===== src/rtl/tmds_period_sched.sv =====
// tmds_period_sched: delays raw video timing/pixel data by LAT cycles and
// schedules the HDMI data-island-free video period sequence
// (CTRL -> PREAMBLE -> GUARD -> ACTIVE) aligned to the delayed data enable.
module tmds_period_sched #(
  parameter int LAT = 10
) (
  input  logic        pixel_clk,
  input  logic        n_rst,
  input  logic        hdmi_mode,
  input  logic        de_in,
  input  logic        hsync_in,
  input  logic        vsync_in,
  input  logic [23:0] rgb_in,
  input  logic        err_clr,
  output logic [23:0] rgb_out,
  output logic        active_video,
  output logic        guard_band,
  output logic        ch0_d0,
  output logic        ch0_d1,
  output logic        ch1_d0,
  output logic        ch1_d1,
  output logic        ch2_d0,
  output logic        ch2_d1,
  output logic        short_blank,
  output logic [1:0]  state_o
);

  typedef enum logic [1:0] {
    ST_CTRL   = 2'd0,
    ST_PRE    = 2'd1,
    ST_GUARD  = 2'd2,
    ST_ACTIVE = 2'd3
  } state_t;

  // Minimum blank run (cycles of de_in=0) that leaves room for 8 preamble
  // plus 2 guard-band cycles ahead of the video period.
  localparam logic [5:0] MIN_BLANK = 6'd22;

  // Timing/pixel pipeline. LAT stages feed the output registers, so a sample
  // taken at edge k reaches the ports after edge k+LAT.
  logic [LAT-1:0] de_pipe_q;
  logic [LAT-1:0] hs_pipe_q;
  logic [LAT-1:0] vs_pipe_q;
  logic [23:0]    rgb_pipe_q [LAT];

  logic       de_prev_q;
  logic [5:0] blank_q, blank_d;
  logic [3:0] seq_q, seq_d;
  state_t     state_q, state_d;
  logic       short_q, short_d;

  logic [23:0] rgb_out_q;
  logic        active_q, guard_q, hs_out_q, vs_out_q, pre_q;

  logic rise, long_blank, start_seq, de_out_next;

  // Shift timing and pixel data through the delay pipeline.
  always_ff @(posedge pixel_clk or negedge n_rst) begin
    if (!n_rst) begin
      de_pipe_q <= '0;
      hs_pipe_q <= '0;
      vs_pipe_q <= '0;
      for (int i = 0; i < LAT; i++) rgb_pipe_q[i] <= '0;
    end else begin
      de_pipe_q <= {de_pipe_q[LAT-2:0], de_in};
      hs_pipe_q <= {hs_pipe_q[LAT-2:0], hsync_in};
      vs_pipe_q <= {vs_pipe_q[LAT-2:0], vsync_in};
      rgb_pipe_q[0] <= rgb_in;
      for (int i = 1; i < LAT; i++) rgb_pipe_q[i] <= rgb_pipe_q[i-1];
    end
  end

  // Edge detect, blank length measurement and sticky short-blank flag.
  always_comb begin
    rise        = de_in & ~de_prev_q;
    long_blank  = (blank_q >= MIN_BLANK);
    start_seq   = rise & hdmi_mode & long_blank;
    de_out_next = de_pipe_q[LAT-1];

    blank_d = blank_q;
    if (de_in)
      blank_d = 6'd0;
    else if (blank_q != 6'd63)
      blank_d = blank_q + 6'd1;

    short_d = short_q;
    if (err_clr)
      short_d = 1'b0;
    else if (rise && hdmi_mode && !long_blank)
      short_d = 1'b1;
  end

  // Period sequencer next state. Rising edges are ignored while the
  // preamble/guard sequence is running; hdmi_mode only matters at a rise.
  always_comb begin
    state_d = state_q;
    seq_d   = seq_q;
    case (state_q)
      ST_CTRL: begin
        if (start_seq) begin
          state_d = ST_PRE;
          seq_d   = 4'd0;
        end else if (de_out_next) begin
          state_d = ST_ACTIVE;
        end
      end
      ST_PRE: begin
        seq_d = seq_q + 4'd1;
        if (seq_q == 4'd7) state_d = ST_GUARD;
      end
      ST_GUARD: begin
        seq_d = seq_q + 4'd1;
        if (seq_q == 4'd9) begin
          seq_d   = 4'd0;
          state_d = de_out_next ? ST_ACTIVE : ST_CTRL;
        end
      end
      ST_ACTIVE: begin
        if (start_seq) begin
          state_d = ST_PRE;
          seq_d   = 4'd0;
        end else if (!de_out_next) begin
          state_d = ST_CTRL;
        end
      end
      default: begin
        state_d = ST_CTRL;
        seq_d   = 4'd0;
      end
    endcase
  end

  // Control state and registered outputs decoded from the next state.
  always_ff @(posedge pixel_clk or negedge n_rst) begin
    if (!n_rst) begin
      de_prev_q <= 1'b0;
      blank_q   <= '0;
      seq_q     <= '0;
      state_q   <= ST_CTRL;
      short_q   <= 1'b0;
      rgb_out_q <= '0;
      active_q  <= 1'b0;
      guard_q   <= 1'b0;
      pre_q     <= 1'b0;
      hs_out_q  <= 1'b0;
      vs_out_q  <= 1'b0;
    end else begin
      de_prev_q <= de_in;
      blank_q   <= blank_d;
      seq_q     <= seq_d;
      state_q   <= state_d;
      short_q   <= short_d;
      rgb_out_q <= rgb_pipe_q[LAT-1];
      active_q  <= (state_d == ST_ACTIVE);
      guard_q   <= (state_d == ST_GUARD);
      pre_q     <= (state_d == ST_PRE);
      hs_out_q  <= hs_pipe_q[LAT-1];
      vs_out_q  <= vs_pipe_q[LAT-1];
    end
  end

  assign rgb_out      = rgb_out_q;
  assign active_video = active_q;
  assign guard_band   = guard_q;
  assign ch0_d0       = hs_out_q;
  assign ch0_d1       = vs_out_q;
  // Video preamble is CTL0..3 = 1,0,0,0; every other period drives all zero.
  assign ch1_d0       = pre_q;
  assign ch1_d1       = 1'b0;
  assign ch2_d0       = 1'b0;
  assign ch2_d1       = 1'b0;
  assign short_blank  = short_q;
  assign state_o      = state_q;

endmodule


===== config.mk =====
export PLATFORM = sky130hd
export DESIGN_NAME = tmds_period_sched
export DESIGN_NICKNAME = d
export VERILOG_FILES = /design/src/rtl/tmds_period_sched.sv
export SDC_FILE = /design/constraint.sdc
export NUM_CORES = 1
export LEC_CHECK = 0
export CORE_MARGIN = 1
export CORE_UTILIZATION = 60
export CTS_CLUSTER_DIAMETER = 80
export DETAILED_ROUTE_END_ITERATION = 8
export PLACE_DENSITY = 0.83
export SLEW_MARGIN = 40
export SYNTH_ARGS = -nofsm -noshare
export SYNTH_HDL_FRONTEND = slang
export SYNTH_SLANG_ARGS = --single-unit

===== constraint.sdc =====
create_clock -name pixel_clk -period 5 [get_ports pixel_clk]
set_clock_uncertainty 0.1 [all_clocks]
set_input_delay 1 -clock pixel_clk [delete_from_list [all_inputs] [get_ports pixel_clk]]
set_output_delay 1 -clock pixel_clk [all_outputs]
set_load 0.03 [all_outputs]

==> run summary <==
number of global-route vias before repair - 3,844
CP Launch Type - flip-flop
Max stage delay on crit path - 0.72 ns
initial antenna violation count - 0
Post-Syn Area - 8359 um2
Die Ht - 120.0 um
crit-path cells - clkdlybuf4s50_1
Leak - 0.004604 uW
Max-Cap Viols - 0
ys async rst share - 100.0%
Data arrival, critical path - 1.69 ns
relative slew slack - 55.14%
Power Density - 516.6 nW/um2
unrepaired setup endpoints after global routing - false
first-pass GRT wire length - 21,160 um
CTS tree - done
DIE WIDTH - 120.0 um
Root Driver - clkbuf_16
Slew @ Worst Pin - 0.6730 ns
DR WL/cell - 19.40 um
Critical Path End Type - output pin
Fill cells - 688
postcts setup bufs - 0
EDFF count, synth - 0
highest routed metal layer - met4
Clock Latency Late Sink - 0.52 ns
Worst EP required - 3.90 ns
Post-CTS Resized - 0
synth warn - 0
GRT Util Overall - 19.88%
number of I/O port buffers - 62
Max Transition Viols Final - 0
antenna viol nets, final - 0
Hold Path Class - reg -> reg
Seq cells post-synth - 312
critical path type - reg -> out
# diodes - 0
GPL Wtd Cong - 0.6903
drt total wl - 13,190 um
Syn Inst Count - 391
Cell Rows - 42
met3 WL - 514 um
I/O Pins - 66
final hold viol count - 0
Final TNS setup - 0 ns
vias per cell - 4.962
area grow syn2layout - 21.39%
Slowest-stage cell, CP - clkdlybuf4s50_1
Core Region - 13,400 um2
Die Area - 14,410 um2
delay-heaviest family, CP - buffers and inverters
synth unique cells - 40
share of cells above drive strength 1 - 11.90%
FMAX - 358.0 MHz
peak supply drop - 0.5229 mV
H-tree levels - 1
DR pass1 iterations - 4
TritonCTS Buffers - 28
CP bufs+invs - 1
status - complete, no violations
fin nets - 524
sequential area share after synthesis - 93.40%
clock-pin slew on the worst setup and hold paths - 0.06 ns
Tmin final - 2.793 ns
DP HPWL - 5973 um
GRT Residual Overflow - 0
met2 wire length - 6817 um
largest net degree at the start of global routing - 134
Iteration-0 DRC Markers - 158
Met1 Wirelength - 5305 um
Crit Path Max Fanout - 7
Syn Area/Cell - 21.38 um2
via count - 3,374
Top FF cell, synth - dfrtp_1
TritonCTS Sinks - 312
fin crit share - 55.87%
Final setup viols - 0
Hold-fix buffers, CTS - 0
initial core utilization - 62.38%
total chip power - 5242 uW
CTS max path bufs - 3
DRC Markers - 0
-- worst reg2reg max path: stages, from the launching register on --
cell and delay, ns:
dfrtp_1 0.48, inv_1 0.12, ha_1 0.22, o211ai_2 0.23
a211oi_4 0.14, and2_1 0.19, o41ai_2 0.46, inv_2 0.10
nor2_2 0.12
-- flip-flops by register name, indices dropped and copies added, names as in the netlist --
signal / flops
rgb_pipe_q: 240
rgb_out: 24
de_pipe_q: 10
hs_pipe_q: 10
vs_pipe_q: 10
blank_q: 6
seq_q: 4
state_o: 2
active_video: 1
ch0_d0: 1
ch0_d1: 1
ch1_d0: 1
guard_band: 1
short_blank: 1
-- synthesized netlist by cell type, types with 2 or more instances --
library cell / count / share of area [%]
dfrtp_1: 312 / 93
nor2_1: 9 / 0.40
ha_1: 8 / 1.2
nand2_1: 5 / 0.22
a31oi_1: 4 / 0.30
inv_1: 4 / 0.18
nand3_1: 4 / 0.24
buf_4: 3 / 0.27
o21ai_1: 3 / 0.18
a21oi_1: 2 / 0.12
a22oi_1: 2 / 0.18
inv_2: 2 / 0.090
nand3b_1: 2 / 0.18
nor2_2: 2 / 0.15
nor3_1: 2 / 0.12
nor3b_1: 2 / 0.18
o21ai_0: 2 / 0.12
-- power by group --
| group | switching, uW | internal [uW] |
|---|---|---|
| clock network | 868 | 1190 |
| logic | 273 | 155 |
| registers | 78.5 | 2670 |
| total | 1220 | 4020 |
-- layout by cell type (no fill, tap or decap), types with 2 or more instances in the layout --
cell type / count
o21ai_1: 3
o21ai_0: 2
conb_1: 3
inv_2: 2
clkbuf_8: 6
a21oi_1: 2
nand3b_1: 2
nand2_1: 5
clkdlybuf4s50_1: 61
nand3_1: 4
nor2_2: 2
nor3_1: 2
clkinv_2: 9
clkbuf_16: 29
clkbuf_1: 3
ha_1: 8
nor3b_1: 2
inv_1: 4
a31oi_1: 4
a22oi_1: 2
dfrtp_1: 312
nor2_1: 9
-- per-stage QoR --
step / utilization, % / hold WS (ns) / instances / area [um2] / worst slack (ns)
2_1_floorplan: - / 0.2312 / 393 / 8367 / 2.969
3_3_place_gp: 68.79 / 0.2313 / 630 / 9218 / 2.243
5_1_grt: 75.72 / 0.2432 / 680 / 10150 / 2.168
6_report: 75.72 / 0.2380 / 680 / 10150 / 2.207
4_1_cts: 75.52 / 0.2387 / 679 / 10120 / 2.207
3_5_place_dp: 68.79 / 0.2347 / 630 / 9218 / 2.107
-- logic make-up after synthesis --
logic type                 count (synthesis)  synth area share, %
AOI/OAI and AO/OA                         25                2.410
other                                      1              0.04486
DFF                                      312                93.40
buffers and inverters                      9               0.5388
xor gates and xnor gates                   2               0.2096
and+or+nand+nor                           34                2.200
adders and majority gates                  8                1.197
-- final cells by class --
class / instances / area, um2 / share of cell area (%)
multi-input combinational: 72 / 514.2 / 5.068
clock inverter: 11 / 82.58 / 0.8138
clock buffer: 38 / 819.5 / 8.076
inverter: 6 / 22.52 / 0.2219
tap: 176 / 220.2 / 2.170
timing repair buffer: 65 / 680.7 / 6.708
sequential: 312 / 7807 / 76.94
-- path summary, 6_finish.rpt --
check | start | endpoint | slack (ns) | depth (start not counted)
min in group asynchronous | n_rst | rgb_pipe_q[45]$_DFF_PN0_ | 0.29 | 1
hold / removal | rgb_pipe_q[236]$_DFF_PN0_ | rgb_pipe_q[212]$_DFF_PN0_ | 0.24 | 0
setup / recovery | state_o[1]$_DFF_PN0_ | state_o[1] | 2.21 | 1
max in group asynchronous | n_rst | rgb_pipe_q[192]$_DFF_PN0_ | 3.13 | 3
setup reg to reg | blank_q[0]$_DFFE_PN0P_ | guard_band$_DFF_PN0_ | 2.75 | 8
hold reg to reg | rgb_pipe_q[236]$_DFF_PN0_ | rgb_pipe_q[212]$_DFF_PN0_ | 0.24 | 0
-- layer usage --
metal / up-vias / global-route usage (%)
li1: 1437 / -
met5: - / 0
met4: 0 / 9.375
met2: 121 / 33.05
met3: 46 / 2.994
met1: 1770 / 26.33
Power figures use the tool's default switching activity.
==> variant: new RTL, config.mk and constraints unchanged <==
`rgb_out_q` no longer has a reset.
--- a/src/rtl/tmds_period_sched.sv
+++ b/src/rtl/tmds_period_sched.sv
@@ -138,7 +138,6 @@
       seq_q     <= '0;
       state_q   <= ST_CTRL;
       short_q   <= 1'b0;
-      rgb_out_q <= '0;
       active_q  <= 1'b0;
       guard_q   <= 1'b0;
       pre_q     <= 1'b0;
@@ -150,13 +149,16 @@
       seq_q     <= seq_d;
       state_q   <= state_d;
       short_q   <= short_d;
-      rgb_out_q <= rgb_pipe_q[LAT-1];
       active_q  <= (state_d == ST_ACTIVE);
       guard_q   <= (state_d == ST_GUARD);
       pre_q     <= (state_d == ST_PRE);
       hs_out_q  <= hs_pipe_q[LAT-1];
       vs_out_q  <= vs_pipe_q[LAT-1];
     end
+  end
+
+  always_ff @(posedge pixel_clk) begin
+    rgb_out_q <= rgb_pipe_q[LAT-1];
   end
 
   assign rgb_out      = rgb_out_q;
Check against the original RTL: same outputs for any inputs over 10 cycles, from zero or initial values and one cycle with n_rst low; that may be too few to reach the edited logic, so the function may still have changed.
==> variant against the unedited design <==
Setup slack gained 5.5 ps; area after synthesis is 1.4% lower; routed wire length decreased by 8.2%; design area fell by 1.5%; critical path depth is the same; synthesized cell count unchanged; total power fell by 2.0%; sequential cell count stayed put; sequential power hardly changed; largest cell class unchanged; largest power group unchanged.
==> variant: results (changes against the unedited design) <==
detailed_routing:
  wl_met1_um: 4892  # -7.8%
  wl_um: 12110  # -8.2%
  drtPass1Iterations: 4  # unchanged
  dr_wl_met2_um: 6538  # -4.1%
  drtIter0Drc: 220  # +39%
  wl_met3_um: 482  # -6.2%
layout:
  n_fill_cell: 706  # +2.6%
  drive_gt1_share_pct: 10.26  # -1.6 points
global_route:
  gr-usage-met3_pct: 3.065  # +0.071 points
  grtUsageMet1_pct: 25.12  # -1.2 points
  grt_usage_pct: 18.95  # -0.93 points
  grt_pass1_vias: 3761  # -2.2%
  gr-usage-met2_pct: 32.85  # -0.20 points
  grt_max_degree: 124  # -7.5%
  grt_pass1_wl_um: 20100  # -5.0%
yosys:
  synth_commonest_cells: "dfrtp_1, dfxtp_1, nor2_1"
  synth_cell_types: 41  # +2.5%
  netlist_top_cells_area: "dfrtp_1, dfxtp_1, ha_1, nor2_1, a31oi_1"
  seq_area_frac_synth_pct: 93.30  # -0.096 points
critical_path:
  max_stage_delay_ps: 710
  r2r_setup_slack_ps: 2890  # +140 ps
power:
  vdd_ir_drop_max_mv: 0.3097  # -41%
  p_leak_nw: 4.501  # -2.2%
hold_path:
  hold_end: "rgb_pipe_q[195]"
  min_from: "rgb_pipe_q[219]"
clock_tree:
  clkSlewWorstSetupHoldPaths_ps: 60  # about the same
placement:
  port_buffers: 62  # unchanged
  dp_hpwl_um: 6100  # +2.1%
  place_congestion: 0.7424  # +7.5%
  dp_worst_setup_slack_ps: 2077  # -30.14 ps
sta:
  slew_headroom_pct: 55.83  # +0.69 points
run_status:
  status: "completed"
==> variant: changes by cell type in the layout (fill, tap and decap cells not counted) <==
cell	change
clkinvlp_4	-1
clkbuf_1	+11
dfrtp_1	-24
dfxtp_1	+24
clkbuf_8	-1
bufinv_16	-1
inv_8	+1
clkinv_2	-6
==> variant: kinds of logic after synthesis <==
| group | Yosys count | share of synthesized area, % |
|---|---|---|
| buffers and inverters | 9 | 0.5467 |
| AND/OR/NAND/NOR | 34 | 2.233 |
| other | 1 | 0.04551 |
| AO/OA/AOI/OAI | 25 | 2.445 |
| flip-flops | 312 | 93.30 |
| adder cells (fa/ha/maj) | 8 | 1.215 |
| XOR/XNOR | 2 | 0.2126 |
==> variant: metrics by stage <==
step                      cells  area [um^2]  power [mW]  util [%]
final                       683         9998       5.136     75.20
after global routing        683         9998       5.356     75.20
after CTS                   682         9971       5.197     75.00
after detailed placement    630         9097       3.171     68.43
after global placement      630         9097       3.121     68.43
after floorplan             393         8247       2.984         -
==> variant: where the power goes <==
part	leakage [nW]	switching [mW]	internal, mW
combinational	0.489	0.245	0.154
sequential	3.58	0.0748	2.67
clock	0.428	0.840	1.15
==> variant: worst max path at each step <==
stage	startpoint	end	slack, ps	cells after the start
finish	state_o[1]	state_o[1]	2210	1
global route	state_o[1]	state_o[1]	2160	1
CTS	state_o[1]	state_o[1]	2200	1
detailed placement	de_in	seq_q[3]	2080	6
global placement	de_in	seq_q[3]	2240	6
floorplan	hdmi_mode	guard_band	2970	6
==> variant: final cells by class <==
cell class                      instances  area share (%)
Inverter                                6          0.2253
Tap cell                              176           2.202
Clock inverter                          4          0.2628
Sequential cell                       312           76.89
Timing Repair Buffer                   65           6.808
Clock buffer                           48           8.472
Multi-Input combinational cell         72           5.143
